### src/rtl/yuv2rgb_stream.sv
// Streaming YUV 4:4:4 -> RGB converter, BT.601/BT.709 per pixel, saturating output.
// Latency 3 clocks; a stalled output freezes the whole pipeline and drops s_ready.
module yuv2rgb_stream #(
  parameter int DW   = 8,
  parameter int FRAC = 8
) (
  input  logic          clk,
  input  logic          rst_n,
  input  logic          s_valid,
  output logic          s_ready,
  input  logic [DW-1:0] s_y,
  input  logic [DW-1:0] s_u,
  input  logic [DW-1:0] s_v,
  input  logic          s_mode,
  input  logic          s_last,
  output logic          m_valid,
  input  logic          m_ready,
  output logic [DW-1:0] m_r,
  output logic [DW-1:0] m_g,
  output logic [DW-1:0] m_b,
  output logic          m_last,
  output logic [31:0]   pix_cnt
);

  localparam int SW = DW + 12;
  localparam logic [DW:0]          C_OFS = (DW+1)'(1 << (DW-1));
  localparam logic signed [SW-1:0] C_RND = SW'(1 << (FRAC-1));
  localparam logic signed [SW-1:0] C_MAX = SW'((1 << DW) - 1);
  localparam logic signed [SW-1:0] K601_RV = SW'(359);
  localparam logic signed [SW-1:0] K601_GU = SW'(88);
  localparam logic signed [SW-1:0] K601_GV = SW'(183);
  localparam logic signed [SW-1:0] K601_BU = SW'(454);
  localparam logic signed [SW-1:0] K709_RV = SW'(403);
  localparam logic signed [SW-1:0] K709_GU = SW'(48);
  localparam logic signed [SW-1:0] K709_GV = SW'(120);
  localparam logic signed [SW-1:0] K709_BU = SW'(475);

  logic                 w_en;
  logic                 r_vld1, r_vld2, r_vld3;
  logic                 r_mode1, r_last1, r_last2, r_last3;
  logic [DW-1:0]        r_y1, r_y2;
  logic signed [DW:0]   r_cb1, r_cr1;
  logic signed [SW-1:0] r_prv, r_pgu, r_pgv, r_pbu;
  logic [DW-1:0]        r_r3, r_g3, r_b3;
  logic [31:0]          r_pix_cnt;

  logic signed [SW-1:0] w_krv, w_kgu, w_kgv, w_kbu, w_cb_x, w_cr_x;
  logic signed [SW-1:0] w_y256, w_r_sum, w_g_sum, w_b_sum;
  logic signed [SW-1:0] w_r_sh, w_g_sh, w_b_sh;

  assign w_en    = !r_vld3 || m_ready;
  assign s_ready = w_en;
  assign m_valid = r_vld3;
  assign m_r     = r_r3;
  assign m_g     = r_g3;
  assign m_b     = r_b3;
  assign m_last  = r_last3;
  assign pix_cnt = r_pix_cnt;

  always_ff @(posedge clk or negedge rst_n) begin
    if (!rst_n) begin
      r_vld1  <= 1'b0;
      r_mode1 <= 1'b0;
      r_last1 <= 1'b0;
      r_y1    <= '0;
      r_cb1   <= '0;
      r_cr1   <= '0;
    end else if (w_en) begin
      r_vld1  <= s_valid;
      r_mode1 <= s_mode;
      r_last1 <= s_last;
      r_y1    <= s_y;
      r_cb1   <= $signed({1'b0, s_u} - C_OFS);
      r_cr1   <= $signed({1'b0, s_v} - C_OFS);
    end
  end

  always_comb begin
    w_krv  = r_mode1 ? K709_RV : K601_RV;
    w_kgu  = r_mode1 ? K709_GU : K601_GU;
    w_kgv  = r_mode1 ? K709_GV : K601_GV;
    w_kbu  = r_mode1 ? K709_BU : K601_BU;
    w_cb_x = SW'(r_cb1);
    w_cr_x = SW'(r_cr1);
  end

  always_ff @(posedge clk or negedge rst_n) begin
    if (!rst_n) begin
      r_vld2  <= 1'b0;
      r_last2 <= 1'b0;
      r_y2    <= '0;
      r_prv   <= '0;
      r_pgu   <= '0;
      r_pgv   <= '0;
      r_pbu   <= '0;
    end else if (w_en) begin
      r_vld2  <= r_vld1;
      r_last2 <= r_last1;
      r_y2    <= r_y1;
      r_prv   <= w_cr_x * w_krv;
      r_pgu   <= w_cb_x * w_kgu;
      r_pgv   <= w_cr_x * w_kgv;
      r_pbu   <= w_cb_x * w_kbu;
    end
  end

  // Products are exact in SW bits, so the sums below cannot overflow.
  always_comb begin
    w_y256  = $signed(SW'({r_y2, {FRAC{1'b0}}}));
    w_r_sum = w_y256 + r_prv + C_RND;
    w_g_sum = w_y256 - r_pgu - r_pgv + C_RND;
    w_b_sum = w_y256 + r_pbu + C_RND;
    w_r_sh  = w_r_sum >>> FRAC;
    w_g_sh  = w_g_sum >>> FRAC;
    w_b_sh  = w_b_sum >>> FRAC;
  end

  function automatic logic [DW-1:0] f_clip(input logic signed [SW-1:0] x);
    if (x[SW-1])
      return '0;
    else if (x > C_MAX)
      return '1;
    else
      return x[DW-1:0];
  endfunction

  always_ff @(posedge clk or negedge rst_n) begin
    if (!rst_n) begin
      r_vld3  <= 1'b0;
      r_last3 <= 1'b0;
      r_r3    <= '0;
      r_g3    <= '0;
      r_b3    <= '0;
    end else if (w_en) begin
      r_vld3  <= r_vld2;
      r_last3 <= r_last2;
      r_r3    <= f_clip(w_r_sh);
      r_g3    <= f_clip(w_g_sh);
      r_b3    <= f_clip(w_b_sh);
    end
  end

  always_ff @(posedge clk or negedge rst_n) begin
    if (!rst_n)
      r_pix_cnt <= '0;
    else if (r_vld3 && m_ready)
      r_pix_cnt <= r_pix_cnt + 32'd1;
  end

endmodule

### config.mk
export PLATFORM = sky130hd
export DESIGN_NAME = yuv2rgb_stream
export DESIGN_NICKNAME = d
export VERILOG_FILES = /design/src/rtl/yuv2rgb_stream.sv
export SDC_FILE = /design/constraint.sdc
export NUM_CORES = 1
export LEC_CHECK = 0
export ABC_CLOCK_PERIOD_IN_PS = 5050
export CORE_MARGIN = 5
export CORE_UTILIZATION = 56
export DETAILED_ROUTE_END_ITERATION = 8
export GPL_TIMING_DRIVEN = 0
export PLACE_DENSITY_LB_ADDON = 0.25
export RECOVER_POWER = 100
export SETUP_SLACK_MARGIN = 0.15
export SKIP_CTS_REPAIR_TIMING = 1
export SLEW_MARGIN = 15
export SYNTH_ARGS = -nofsm -noshare
export SYNTH_HDL_FRONTEND = slang
export SYNTH_SLANG_ARGS = --single-unit
### constraint.sdc
create_clock -name clk -period 5.05 [get_ports clk]
set_input_delay 1.515 -clock clk [delete_from_list [all_inputs] [get_ports clk]]
set_output_delay 1.515 -clock clk [all_outputs]
set_load 0.01 [all_outputs]
==> results of run 1 <==
-- synth_stat cells (all sizes together), types with 9 or more instances --
master,instances
nand2,196
xnor2,69
nor2,89
xor2,30
clkbuf,35
a21oi,75
dfrtp,151
fa,125
a21o,20
o21ai,50
a211oi,20
nor3,16
a2111oi,9
ha,214
inv,277
o211ai,20
o31ai,12
nand4,10
nand3,21
o21bai,9
-- sequential cells by signal (all words and copies together), names as in the netlist, 8 cells and up --
signal,cells
m_b,8
m_g,8
m_r,8
pix_cnt,32
r_cb1,8
r_cr1,8
r_pbu,12
r_pgu,14
r_pgv,18
r_prv,12
r_y1,8
r_y2,8
-- cells by family (layout without fill, tap and decap cells) --
group / Yosys count / after routing
simple gates: 387 / 387
fa+ha+maj: 339 / 339
buf+inv: 315 / 455
compound gates: 261 / 261
flops: 151 / 151
xor+xnor: 99 / 99
other cells: 2 / 16
mux: 1 / 1
-- through the flow --
stage          setup TNS (ps)  area (sq um)  worst slack (ps)
2_1_floorplan               0         14660             51.26
3_3_place_gp          -567800         15960             -4334
3_5_place_dp            -5879         15990            -624.8
4_1_cts                 -6875         16620            -637.2
5_1_grt                 -5476         16980            -411.0
6_report                -1035         16980            -255.1
-- metal layers --
layer	GRT usage (%)	share of wire (%)
met2	39.90	47
met1	34.08	44
met5	0	0
met3	4.413	6.3
met4	7.027	2.7
-- path summary, 6_finish.rpt --
kind / startpoint / endpoint / slack (ps)
max in group asynchronous: rst_n / r_cr1[2]$_DFFE_PN0P_ / 750
min: pix_cnt[31]$_DFFE_PN0P_ / pix_cnt[31]$_DFFE_PN0P_ / 460
min in group asynchronous: rst_n / pix_cnt[3]$_DFFE_PN0P_ / 2150
max reg2reg: r_mode1$_DFFE_PN0P_ / r_prv[18]$_DFFE_PN0P_ / -260
max: r_mode1$_DFFE_PN0P_ / r_prv[18]$_DFFE_PN0P_ / -260
min reg2reg: pix_cnt[31]$_DFFE_PN0P_ / pix_cnt[31]$_DFFE_PN0P_ / 460
-- cell type report --
cell class                      instances  area, sq um  area share, %
Multi-Input combinational cell       1103         9848          57.99
Sequential cell                       151         3785          22.29
Timing Repair Buffer                  109         1052          6.196
Inverter                              277         1049          6.174
Clock buffer                           17        425.4          2.505
Tap cell                              335        419.2          2.468
Buffer                                 37        202.7          1.194
Clock inverter                         15        201.4          1.186
==> results.toml, run 1 <==
[timing]
whs_ps = 462.4
setup_viol = 9
max_freq_ghz = 0.1885
period_needed_ps = 5305
worst_slack_ps = -255.1
relSlewSlack_pct = -117.2
fin_skew_ps = 12.61
rsz0062_at_grt = "true"
hold_viol_final = 0
period_share_pct = 105.1
tightest_slew_ps = 3258
slew_violations = 63

[synth]
ys_ff_latch = 151
syn_area_sq_um = 14520
synth-edff-count = 0
async_flop_share_pct = 100.0
synth_compound_gate_area_share_pct = 12.42
synth_cell_type_count = 66
synth-simple-area-share_pct = 11.64
synth_area_leaders = "dfrtp_1, ha_1, fa_1"
synth_top_family_by_area = "adder cells"
yosysSeqAreaShare_pct = 26.02
synthMuxAreaShare_pct = 0.07755
ys.flop_type = "dfrtp_1"
yosys.area.top_type = "dfrtp_1"
synth_xor_xnor_area_share_pct = 5.972
syn_inst = 1555
synthAdderAreaFrac_pct = 35.67
yosys_warnings = 0
syn_avg_cell_area_sq_um = 9.338
netlist.area_leader.share_pct = 26.02

[place]
dp_cells = 1993
port-buffer-count = 88
place_hpwl_um = 27500
gp_congestion = 0.9359

[worst_setup_path]
critPathRequiredTime_ps = 5350
crit_family = "adder cells"
crit_arrival_ps = 5610
max_stage_delay_ps = 540
r2r_cells = 21
crit_top_cell = "fa_1"
crit_fanout = 7
crit_chain = "buf_12 -> nor2_4 -> inv_4 -> fa_1 -> inv_1 -> fa_1 -> inv_2 -> fa_2 -> inv_2 -> fa_2 -> fa_1 -> ha_4 -> nand4b_1 -> o211ai_1 -> buf_4 -> o41ai_4 -> o2111ai_2 -> a31o_2 -> a31o_1 -> xnor2_1 -> a21oi_1"
worst_setup_path_end_kind = "flop"
crit_slowest_cell = "fa_1"
setup.worst_path.class = "flop to flop"
cp-start-kind = "flop"
cp_num_buf_inv = 6
cp_num_cells = 21

[floorplan]
io_pins = 89
num_rows = 59
coreArea_sq_um = 25760
die_w_um = 171.0
dieArea_sq_um = 29250
start_util_pct = 56.36
die_h_um = 171.0

[drt]
drc = 0
drtPass1Iterations = 7
drtAntennaViolNets = 0
initialDrtViolationCount = 739
routed_wire_length_per_instance_um = 17.12
vias = 11350
wl_um = 35000
avgViaCountPerCell = 5.552

[layout]
drive_gt1_share_pct = 8.367
final_nets = 2065
synthToLayoutAreaGrowth_pct = 16.96
mostFrequentLayoutCell = "inv_1"
num-fill-cells = 2046
final_util_pct = 65.92
final_cell_mix = "inv_1, ha_1, nand2_1"
n_antenna_cell = 0
fin_cells = 2044

[outcome]
status = "complete, but fails checks"
violations = "capacitance limit, slew limit, setup timing"

[hold_path]
whs_path_depth = 1
hp-class = "flop to flop"

[clock_tree]
cts_buffers = 17
clock_latency_ps = 440
path_clk_slew_ps = 70
cts_tree = "built"
cts_sinks = 151
clockBufferDepth = 2
h-tree-depth = 4
cts-root-buf = "clkbuf_16"

[grt]
grt_overflow = 0
grt_max_degree = 91
antenna_found_initial = 0
grt_pass1_wl_um = 57520
globalRouteTotalUtil_pct = 24.58
grt_pass1_vias = 11350

[flow_run]
maxCapViolations = 1
Power of run 1 is left out: the tool's default activity adds up to more than one toggle a clock period on the data nets, which glitch-free logic cannot reach.
==> run 2: changes to the inputs <==
Settings changed: ABC_CLOCK_PERIOD_IN_PS 5050 to 4900, CORE_UTILIZATION 56 to 62, GPL_ROUTABILITY_DRIVEN from default to 0.
Clock period 5.05 ns to 4.9 ns, I/O delays scaled along.
==> results.toml, run 2 (synthesis results as in run 1) <==
[worst_setup_path]
r2r-end = "r_prv[17]$_DFFE_PN0P_"
critPathRequiredTime_ps = 5190
r2r_cells = 20
rrSetupSlack_ps = -490
cp-start-kind = "flop"
setup.worst_path.class = "flop to flop"
crit_path_end = "r_prv[17]$_DFFE_PN0P_"
worst_setup_path_end_kind = "flop"
r2r-start = "r_mode1$_DFFE_PN0P_"
cp-startpoint = "r_mode1$_DFFE_PN0P_"
crit_arrival_ps = 5670
crit_fanout = 6

[timing]
fin_skew_ps = 13.12
setup_viol = 17
rsz0062_at_grt = "true"
period_share_pct = 110.0
tightest_slew_ps = 1921
slew_violations = 154
max_freq_ghz = 0.1856
relSlewSlack_pct = -28.04
period_needed_ps = 5388
whs_ps = 467.7
worst_slack_ps = -488.0
hold_viol_final = 0

[clock_tree]
cts_sinks = 151
clock_latency_ps = 430
h-tree-depth = 4
cts-root-buf = "clkbuf_16"
clockBufferDepth = 2
path_clk_slew_ps = 70
cts_tree = "built"
cts_buffers = 17

[place]
placed_area_sq_um = 15990
place_hpwl_um = 27750
dp_cells = 1977
port-buffer-count = 88

[layout]
mostFrequentLayoutCell = "inv_1"
fin_cells = 2032
n_antenna_cell = 0
synthToLayoutAreaGrowth_pct = 15.98
largest_reg_flops = 32
drive_gt1_share_pct = 8.056
final_cell_area_sq_um = 16840
final_nets = 2069
final_cell_mix = "inv_1, ha_1, nand2_1"

[outcome]
violations = "capacitance limit, slew limit, setup timing"
status = "complete, but fails checks"

[drt]
avgViaCountPerCell = 5.657
drc = 0
drtPass1Iterations = 7
initialDrtViolationCount = 780
drtAntennaViolNets = 0
vias = 11500
wl_um = 35680
routed_wire_length_per_instance_um = 17.56

[floorplan]
dieArea_sq_um = 26580
io_pins = 89
coreArea_sq_um = 23260
start_util_pct = 62.42
die_w_um = 163.0
num_rows = 56
die_h_um = 163.0

[flow_run]
maxCapViolations = 2

[grt]
grt_overflow = 0
grt_max_degree = 80
antenna_found_initial = 0
globalRouteTotalUtil_pct = 27.62
grt_pass1_vias = 11660
grt_pass1_wl_um = 58180

[hold_path]
hp-class = "flop to flop"
## run 2: cell count changes in the layout (fill, tap and decap cells not counted), moves of 3 or more
cell | previous run | this run
buf_4 | 18 | 21
nand2_2 | 2 | 5
o21ai_2 | 4 | 0
inv_6 | 0 | 5
clkinv_8 | 7 | 0
## run 2: worst max-delay path: stages (launching register included)
cell and delay [ps]:
dfrtp_2 450, buf_12 150, nor2_4 170, inv_4 60
fa_1 490, inv_1 50, fa_1 480, inv_1 50
fa_2 530, inv_2 40, fa_2 340, fa_1 540
ha_4 220, nand3_1 80, o211ai_1 190, o41ai_4 480
o2111ai_2 220, a31o_4 290, a21oi_2 130, xor2_1 200
o21ai_1 80
## run 2: how the worst min path moves through the flow
| stage | depth (start not counted) | startpoint | slack [ps] | endpoint |
|---|---|---|---|---|
| after floorplan | 2 | r_vld2$_DFFE_PN0P_ | 430 | r_vld2$_DFFE_PN0P_ |
| after global placement | 2 | r_vld2$_DFFE_PN0P_ | 440 | r_vld2$_DFFE_PN0P_ |
| after detailed placement | 2 | r_vld2$_DFFE_PN0P_ | 450 | r_vld2$_DFFE_PN0P_ |
| after CTS | 2 | r_last1$_DFFE_PN0P_ | 470 | r_last1$_DFFE_PN0P_ |
| after global routing | 2 | r_last1$_DFFE_PN0P_ | 500 | r_last2$_DFFE_PN0P_ |
| final | 1 | pix_cnt[31]$_DFFE_PN0P_ | 470 | pix_cnt[31]$_DFFE_PN0P_ |
## run 2: cell type report
class | count | area [sq um]
plain buffers | 38 | 205.2
clock buffers | 17 | 425.4
clock inverters | 15 | 132.6
fillers | 1695 | 6421
inverters | 277 | 1042
multi-input cells | 1103 | 9802
flip-flops and latches | 151 | 3786
well taps | 319 | 399.1
repair buffers | 112 | 1049
## run 2: stage by stage
step | TNS, ps | setup WS [ps] | util [%]
6_report | -3709 | -488.0 | 72.40
3_5_place_dp | -7325 | -712.8 | 68.72
2_1_floorplan | -147.6 | -98.16 | -
3_3_place_gp | -591650 | -4450 | 68.58
5_1_grt | -8264 | -633.2 | 72.40
4_1_cts | -8651 | -772.9 | 71.12
## run 2: layer usage
metal	vias to the layer above	GRT usage, %	wire [um]	share of wire (%)
met1	5617	36.84	14750	41
li1	5366	-	-	-
met2	424	45.25	17000	48
met3	88	5.072	2636	7.4
met4	0	10.52	1294	3.6
met5	-	0	0	0
Power of run 2 is left out for the same reason.
